**config.mk**
```make
export PLATFORM = sky130hd
export DESIGN_NAME = dlsc_pcie_s6_outbound_write_tlp
export DESIGN_NICKNAME = d
export VERILOG_FILES = /design/src/rtl/dlsc_pcie_s6_outbound_write_tlp_pkg.sv /design/src/rtl/dlsc_pcie_s6_outbound_write_tlp.sv
export SDC_FILE = /design/constraint.sdc
export NUM_CORES = 1
export LEC_CHECK = 0
export BUFFER_PORTS_ARGS = -buffer_cell sky130_fd_sc_hd__buf_4
export CAP_MARGIN = 20
export CELL_PAD_IN_SITES_DETAIL_PLACEMENT = 1
export CELL_PAD_IN_SITES_GLOBAL_PLACEMENT = 1
export CORE_MARGIN = 4
export CORE_UTILIZATION = 33
export DETAILED_ROUTE_END_ITERATION = 8
export PLACE_DENSITY_LB_ADDON = 0.1
export SLEW_MARGIN = 30
export SYNTH_ARGS = -nofsm -noshare
export SYNTH_HDL_FRONTEND = slang
export SYNTH_SLANG_ARGS = --single-unit
export TNS_END_PERCENT = 1
```
**constraint.sdc**
```tcl
create_clock -name clk -period 1.85 [get_ports clk]
set_clock_uncertainty 0.1 [all_clocks]
set_input_delay 0.2775 -clock clk [delete_from_list [all_inputs] [get_ports clk]]
set_output_delay 0.2775 -clock clk [all_outputs]
set_load 0.01 [all_outputs]
```
**src/rtl/dlsc_pcie_s6_outbound_write_tlp_pkg.sv**
```systemverilog
// Shared TLP constants, FSM states and header-field helpers for the Spartan-6
// outbound write TLP builder.
package dlsc_pcie_s6_outbound_write_tlp_pkg;

  localparam logic [1:0] FMT_3DW_D = 2'b10;
  localparam logic [1:0] FMT_4DW_D = 2'b11;
  localparam logic [4:0] TYPE_MEM  = 5'b00000;

  typedef enum logic [2:0] {
    ST_IDLE,
    ST_H1,
    ST_H2,
    ST_H3,
    ST_DATA
  } state_t;

  // MWr DW0: TC=0, TD=0, EP=0, attr=0
  function automatic logic [31:0] mwr_dw0(input logic [1:0] fmt, input logic [9:0] len);
    return {1'b0, fmt, TYPE_MEM, 1'b0, 3'b000, 4'b0000, 1'b0, 1'b0, 2'b00, 2'b00, len};
  endfunction

  function automatic logic [31:0] mwr_dw1(input logic [7:0] bus, input logic [4:0] dev,
                                          input logic [2:0] func, input logic [3:0] be_last,
                                          input logic [3:0] be_first);
    return {bus, dev, func, 8'h00, be_last, be_first};
  endfunction

endpackage

```
**src/rtl/dlsc_pcie_s6_outbound_write_tlp.sv**
```systemverilog
// Builds 3DW/4DW Memory Write TLPs onto the Spartan-6 32-bit TRN TX port.
// Optional DLSC_PCIE_S6_TX_BUF_CHECK_EN: hold off new frames while trn_tbuf_av==0.
module dlsc_pcie_s6_outbound_write_tlp
  import dlsc_pcie_s6_outbound_write_tlp_pkg::*;
#(
  parameter int ADDR = 32
) (
  input  logic            clk,
  input  logic            rst,
  input  logic [7:0]      cfg_bus_number,
  input  logic [4:0]      cfg_device_number,
  input  logic [2:0]      cfg_function_number,
  output logic            tlp_h_ready,
  input  logic            tlp_h_valid,
  input  logic [ADDR-3:0] tlp_h_addr,
  input  logic [9:0]      tlp_h_len,
  input  logic [3:0]      tlp_h_be_first,
  input  logic [3:0]      tlp_h_be_last,
  output logic            tlp_d_ready,
  input  logic            tlp_d_valid,
  input  logic [31:0]     tlp_d_data,
  input  logic            trn_tdst_rdy_n,
  input  logic [5:0]      trn_tbuf_av,
  output logic [31:0]     trn_td,
  output logic            trn_tsof_n,
  output logic            trn_teof_n,
  output logic            trn_tsrc_rdy_n,
  output logic            trn_tsrc_dsc_n,
  output logic            trn_terrfwd_n,
  output logic            trn_tstr_n
);

  state_t      state;
  logic        ready_en;
  logic        load_en;
  logic        buf_ok;
  logic        is_4dw;
  logic [31:0] addr_lo;
  logic [31:0] addr_hi;
  logic [31:0] hdr_dw1;
  logic [31:0] hdr_dw2;
  logic [31:0] hdr_dw3;
  logic        hdr_4dw;
  logic [10:0] remaining;

  assign trn_tsrc_dsc_n = 1'b1;
  assign trn_terrfwd_n  = 1'b1;
  assign trn_tstr_n     = 1'b1;

`ifdef DLSC_PCIE_S6_TX_BUF_CHECK_EN
  assign buf_ok = |trn_tbuf_av;
`else
  logic unused_tbuf_av;
  assign unused_tbuf_av = ^trn_tbuf_av;
  assign buf_ok = 1'b1;
`endif

  assign load_en = trn_tsrc_rdy_n | ~trn_tdst_rdy_n;
  assign addr_lo = {tlp_h_addr[29:0], 2'b00};

  // A 64-bit address whose upper half is zero must still go out as 3DW
  generate
    if (ADDR > 32) begin : g_addr64
      logic [ADDR-33:0] upper;
      assign upper   = tlp_h_addr[ADDR-3:30];
      assign addr_hi = 32'(upper);
      assign is_4dw  = |upper;
    end else begin : g_addr32
      assign addr_hi = '0;
      assign is_4dw  = 1'b0;
    end
  endgenerate

  assign tlp_h_ready = ready_en && (state == ST_IDLE) && load_en && buf_ok;
  assign tlp_d_ready = (state == ST_DATA) && load_en;

  // DW0 is loaded straight into the output register on header accept, so the
  // H0 step coincides with IDLE and back-to-back frames need no idle beat.
  always_ff @(posedge clk) begin
    if (rst) begin
      state          <= ST_IDLE;
      ready_en       <= 1'b0;
      trn_td         <= '0;
      trn_tsof_n     <= 1'b1;
      trn_teof_n     <= 1'b1;
      trn_tsrc_rdy_n <= 1'b1;
      hdr_dw1        <= '0;
      hdr_dw2        <= '0;
      hdr_dw3        <= '0;
      hdr_4dw        <= 1'b0;
      remaining      <= '0;
    end else begin
      ready_en <= 1'b1;
      if (load_en) begin
        trn_tsof_n     <= 1'b1;
        trn_teof_n     <= 1'b1;
        trn_tsrc_rdy_n <= 1'b0;
        case (state)
          ST_IDLE: begin
            if (tlp_h_ready && tlp_h_valid) begin
              trn_td     <= mwr_dw0(is_4dw ? FMT_4DW_D : FMT_3DW_D, tlp_h_len);
              trn_tsof_n <= 1'b0;
              hdr_dw1    <= mwr_dw1(cfg_bus_number, cfg_device_number, cfg_function_number,
                                    tlp_h_be_last, tlp_h_be_first);
              hdr_dw2    <= is_4dw ? addr_hi : addr_lo;
              hdr_dw3    <= addr_lo;
              hdr_4dw    <= is_4dw;
              remaining  <= (tlp_h_len == 10'd0) ? 11'd1024 : {1'b0, tlp_h_len};
              state      <= ST_H1;
            end else begin
              trn_tsrc_rdy_n <= 1'b1;
            end
          end
          ST_H1: begin
            trn_td <= hdr_dw1;
            state  <= ST_H2;
          end
          ST_H2: begin
            trn_td <= hdr_dw2;
            state  <= hdr_4dw ? ST_H3 : ST_DATA;
          end
          ST_H3: begin
            trn_td <= hdr_dw3;
            state  <= ST_DATA;
          end
          ST_DATA: begin
            if (tlp_d_valid) begin
              trn_td    <= tlp_d_data;
              remaining <= remaining - 11'd1;
              if (remaining == 11'd1) begin
                trn_teof_n <= 1'b0;
                state      <= ST_IDLE;
              end
            end else begin
              trn_tsrc_rdy_n <= 1'b1;
            end
          end
          default: begin
            trn_tsrc_rdy_n <= 1'b1;
            state          <= ST_IDLE;
          end
        endcase
      end
    end
  end

endmodule
```
---- After elaboration in Yosys (flattened, before gate mapping) ----
Cells that the tools add are included.
operators by class
  add/sub/neg operators ................... 1
  equal/unequal tests ..................... 8
  multiplexer cells ....................... 19
  bitwise gates (word level) .............. 2
  reduce and logical (&&, ||, !) cells .... 14
operators with widths
  kind                     count
  $pmux W32 S4             1
  $mux W32                 2
  $mux W11                 3
  $pmux W11 S2             1
  $pmux W3 S4              1
  $reduce_and A4 Y1        3
  $eq A11 B1 Y1 const B    1
  $sub A11 B1 Y11 const B  1
  $logic_not A10 Y1        1
  $mux W3                  3
  $mux W1                  7
  $eq A3 B2 Y1 const B     2
  $reduce_bool A5 Y1       1
  $logic_and A1 B1 Y1      4
  $ne A2 B1 Y1 const B     2
  $eq A3 B1 Y1 const B     1
  $eq A3 B3 Y1 const B     1
  $logic_not A3 Y1         1
  $pmux W1 S3              1
  $reduce_and A3 Y1        1
  $reduce_or A3 Y1         1
  $ne A2 B2 Y1 const B     1
  $reduce_bool A2 Y1       1
  $reduce_or A2 Y1         1
  other kinds (2)          2
word-level totals
  flip-flop bits (word level) ............. 104
  bits of input ports ..................... 107
  output and inout bits ................... 40
  logic and storage cells ................. 53

---- Longest topological paths before layout ----
  depth in word-level cells ............... 6
  depth in mapped cells ................... 8
  gate-level depth less buffers ........... 7

---- Least setup slack after synthesis ----
No wires, ideal clock.
  path type ............................... reg-to-reg
  start point ............................. reg state[0]
  end point ............................... reg hdr_dw1[22]
  library setup time ...................... 0.132 ns
  data arrival time ....................... 1.792 ns
  data required time ...................... 1.618 ns
  path slack .............................. -0.174 ns
  stages on the path, launching flop included .. 9
  buffers on the path ..................... 4
  clock period less this slack ............ 2.024 ns
  path through ............................ dfxtp_1 > buf_6 > or2_4 > or4_1 > buf_4 > buf_2 > clkbuf_1 > nand2_1 > a21oi_1
on the way
  cells in the longest elaborated chain, start to end .. 5
RTL lines
  item                              RTL line                                                                      RTL
  start, declared                   dlsc_pcie_s6_outbound_write_tlp.sv:33                                         state_t state;
  start signal, assigned            dlsc_pcie_s6_outbound_write_tlp.sv:120                                        state <= hdr_4dw ? ST_H3 : ST_DATA;
  $logic_not A3 Y1 (*)              dlsc_pcie_s6_outbound_write_tlp.sv:74, dlsc_pcie_s6_outbound_write_tlp.sv:98
  $logic_and A1 B1 Y1 (2 in a row)  dlsc_pcie_s6_outbound_write_tlp.sv:74                                         assign tlp_h_ready = ready_en && (state == ST_IDLE) && load_en && buf_ok;
  $logic_and A1 B1 Y1               dlsc_pcie_s6_outbound_write_tlp.sv:100                                        if (tlp_h_ready && tlp_h_valid) begin
  $reduce_and A3 Y1 (no line) (*)   n/a
  end signal, assigned              dlsc_pcie_s6_outbound_write_tlp.sv:103                                        hdr_dw1 <= mwr_dw1(cfg_bus_number, cfg_device_number, cfg_function_number,
  end, declared                     dlsc_pcie_s6_outbound_write_tlp.sv:40                                         logic [31:0] hdr_dw1;
Mark *: on every way between the ends. The rest lies on a longest branch, timed or not.
A chain may end at the register's enable or synchronous reset.

---- Worst setup path in the final report ----
  start point ............................. reg remaining[6]
  end point ............................... reg remaining[10]
on the way
  cells in the longest elaborated chain, start to end .. 3
RTL lines
  item                    RTL line                                RTL
  start, declared         dlsc_pcie_s6_outbound_write_tlp.sv:44   logic [10:0] remaining;
  start signal, assigned  dlsc_pcie_s6_outbound_write_tlp.sv:108  remaining <= (tlp_h_len == 10'd0) ? 11'd1024 : {1'b0, tlp_h_len};
  start signal, assigned  dlsc_pcie_s6_outbound_write_tlp.sv:129  remaining <= remaining - 11'd1;
  $sub A11 B1 Y11         dlsc_pcie_s6_outbound_write_tlp.sv:129
  $mux W11                dlsc_pcie_s6_outbound_write_tlp.sv:127  if (tlp_d_valid) begin
  $pmux W11 S2            dlsc_pcie_s6_outbound_write_tlp.sv:98   case (state)
No other way between the ends. The select of a mux whose other input is x is not followed.

==> out/summary.txt <==
Core area: 13930 um2
P_sw: 1.565 mW
TritonCTS buffer count: 9
Slew @ Worst Pin: 0.5052 ns
Class of the most critical setup path: flip-flop to flip-flop
Most frequent cell after synthesis: nand2_1
DIE AREA: 16310 um2
Post-layout nets: 873
Die height: 127.7 um
Initial antenna violation count: 0
Gr usage total: 20.42%
Sequential power share: 45.1%
Number of buffers and inverters on the critical path: 0
Layout cells sized above 1: 30.86%
Synth Instances: 612
Type of origin of the critical path: flip-flop
Hold depth: 3
Gr ovfl total: 0
# IOs: 147
Most frequent cells after synthesis: nand2_1, dfxtp_1, a21oi_1, nor2_1, clkbuf_1
#FFs+latches synth: 104
Clock Power Share: 33.1%
CP required: 2.02 ns
PortBufs: 137
Final Max Tran Viols: 0
Number of diodes: 0
Crit path cell chain: or4_4 > or3_4 > o311a_1 > o31ai_2
H-tree levels: 3
Via count: 4846
FP Rows: 43
Worst setup slack after layout: -0.06281 ns
Failing checks: setup timing
Die X: 127.7 um
Critical path's top delay family: simple AND/OR/NAND/NOR gates
Synth warn: 0
DRT iter0 DRCs: 229
Slew headroom: 66.32%
Vias in the first global route: 5062
Switching share of power: 28.27%
Worst-Skew Late Latency: 0.35 ns
Seq/Total Area, Yosys: 44.02%
Maximum vdd ir drop: 0.4739 mV
Status: complete, but fails checks
Final setup fails: 5
Synthesized area: 4730 um2
Syn Area/Cell: 7.728 um2
Period minus WS final: 1.913 ns
Hold_buf cts: 0
Stages on the worst setup path: 4
Final Hold Vio Count: 0
Leakage: 2.626 nW
Root buf cell: clkbuf_16
EDFF count, synth: 0
Fin Setup TNS: -0.1904 ns
DRC viols: 0
Max incr delay on CP: 0.57 ns
Worst Setup End Kind: flip-flop
Core Util, Final: 47.62%
Final ANT Viol Nets: 0
Clock slew at reported path FFs: 0.07 ns
Largest net degree at the start of global routing: 38
Largest cells by area after synthesis: dfxtp_1, nand2_1, a21oi_1
Fmax: 522.8 MHz
Pwr Density: 834.3 nW/um2
Worst Path Max Fanout: 4
Internal Pwr Total: 3.971 mW
Routed WL: 16450 um
Yosys cell types: 53
Worst min-delay path class: primary input to flip-flop
CTS tree: done
RSZ-0062 raised after global routing: yes
FFs w/ async S/R, synth: 0%
Slowest cell on crit path: or4_4
Longest Clk Path Bufs: 2
Crit share post-route: 103.4%
Routed len/inst: 17.35 um
Worst Reg-to-Reg Cells: 4
Sink Count: 104
Post-synth top area share: 44.02%
Synth area leader: dfxtp_1
Final RePlAce weighted congestion: 0.8451
Synth-to-Final Area Change: 40.29%
Max_cap viols: 0
First-pass GRT wire length: 26530 um
Drt pass-1 iters: 5
DR vias/cell: 5.112
Top FF cell, synth: dfxtp_1
Starting density of the core: 33.94%
Worst endpoint data arrival time: 2.08 ns
Combinational power share: 21.8%
DP HPWL: 12480 um
worst paths after layout:
kind	from	end	slack [ns]
worst min-delay path	tlp_h_addr[16]	hdr_dw3[18]$_SDFFE_PP0P_	0.07
worst max-delay path	remaining[6]$_SDFFE_PP0P_	remaining[10]$_SDFFE_PP0P_	-0.06
worst min register to register	trn_td[30]$_SDFFE_PP0P_	trn_td[30]$_SDFFE_PP0P_	0.35
worst max register to register	remaining[6]$_SDFFE_PP0P_	remaining[10]$_SDFFE_PP0P_	-0.06
worst min-delay path: stages:
cell,delay [ns]
buf_4,0.11
nand2_1,0.04
a21oi_1,0.05
state kept, by name (all words and copies together) (netlist names), 3 cells and up:
register,count
hdr_dw1,24
hdr_dw3,30
remaining,11
state,3
trn_td,32
cell families (layout without fill, tap and decap cells):
family                     after synthesis  count (layout)  synth area share, %
DFF                                    104             104                44.02
buffers and inverters                   59             213                5.476
other                                    1               3              0.07929
adders and majority gates                2               2               0.5290
and+or+nand+nor                        249             249                22.20
muxes                                   18              18                3.915
AOI/OAI and AO/OA                      179             179                23.78
layer usage:
layer / vias up / wire [um] / GRT usage, %
met5: - / 0 / 0
met4: 0 / 348 / 6.804
met3: 21 / 840 / 4.125
met2: 123 / 7775 / 33.32
met1: 2276 / 7488 / 27.09
li1: 2426 / - / -
what timing repair did:
action | CTS | global route
pin swaps | 6 | 3
gates cloned | 0 | 0
setup buffers | 2 | 0
hold endpoints to repair | 0 | 0
gates resized for setup | 16 | 13
setup endpoints to repair | 41 | 90
cells in the final DEF (no fill, tap or decap), drive strengths merged, types with 2 or more instances in the layout:
master	count
a211oi	24
a21oi	89
a222oi	2
a22o	3
a22oi	22
a2bb2oi	2
a311oi	3
a31oi	2
buf	193
clkbuf	13
clkinvlp	2
conb	3
dfxtp	104
ha	2
inv	5
mux2	4
mux2i	14
nand2	151
nand2b	5
nand3	9
nor2	57
nor2b	4
nor3	3
nor4	4
o211ai	7
o21a	2
o21ai	10
o22ai	3
o31ai	2
or2	2
or3	3
or4	5
power by group through the flow:
stage,registers [mW],clock network [mW],logic (mW)
after global routing,2.52,1.97,1.33
after floorplan,2.56,0,0.554
after CTS,2.50,1.89,1.20
after global placement,2.54,0,1.15
final,2.50,1.83,1.21
after detailed placement,2.55,0,1.18
stage by stage:
stage | cells | hold WS [ns] | area, um2 | power (mW) | worst slack [ns]
floorplan | 614 | 0.3135 | 4777 | 3.116 | -0.09312
global placement | 931 | 0.3427 | 6240 | 3.693 | -0.1191
detailed placement | 931 | 0.3478 | 6240 | 3.725 | -0.1567
CTS | 948 | 0.05684 | 6581 | 5.589 | -0.07024
global route | 948 | 0.06522 | 6635 | 5.812 | -0.1433
finish | 948 | 0.06817 | 6635 | 5.536 | -0.06281
cell type report:
cell class,count,area [um2]
Clock buffer,13,260.3
Clock inverter,2,15.01
Fill cell,1702,7300
Inverter,5,18.77
Multi-Input combinational cell,451,2489
Sequential cell,104,2093
Tap cell,180,225.2
Timing Repair Buffer,193,1534
Note: power is estimated with default switching activity, not from simulation.
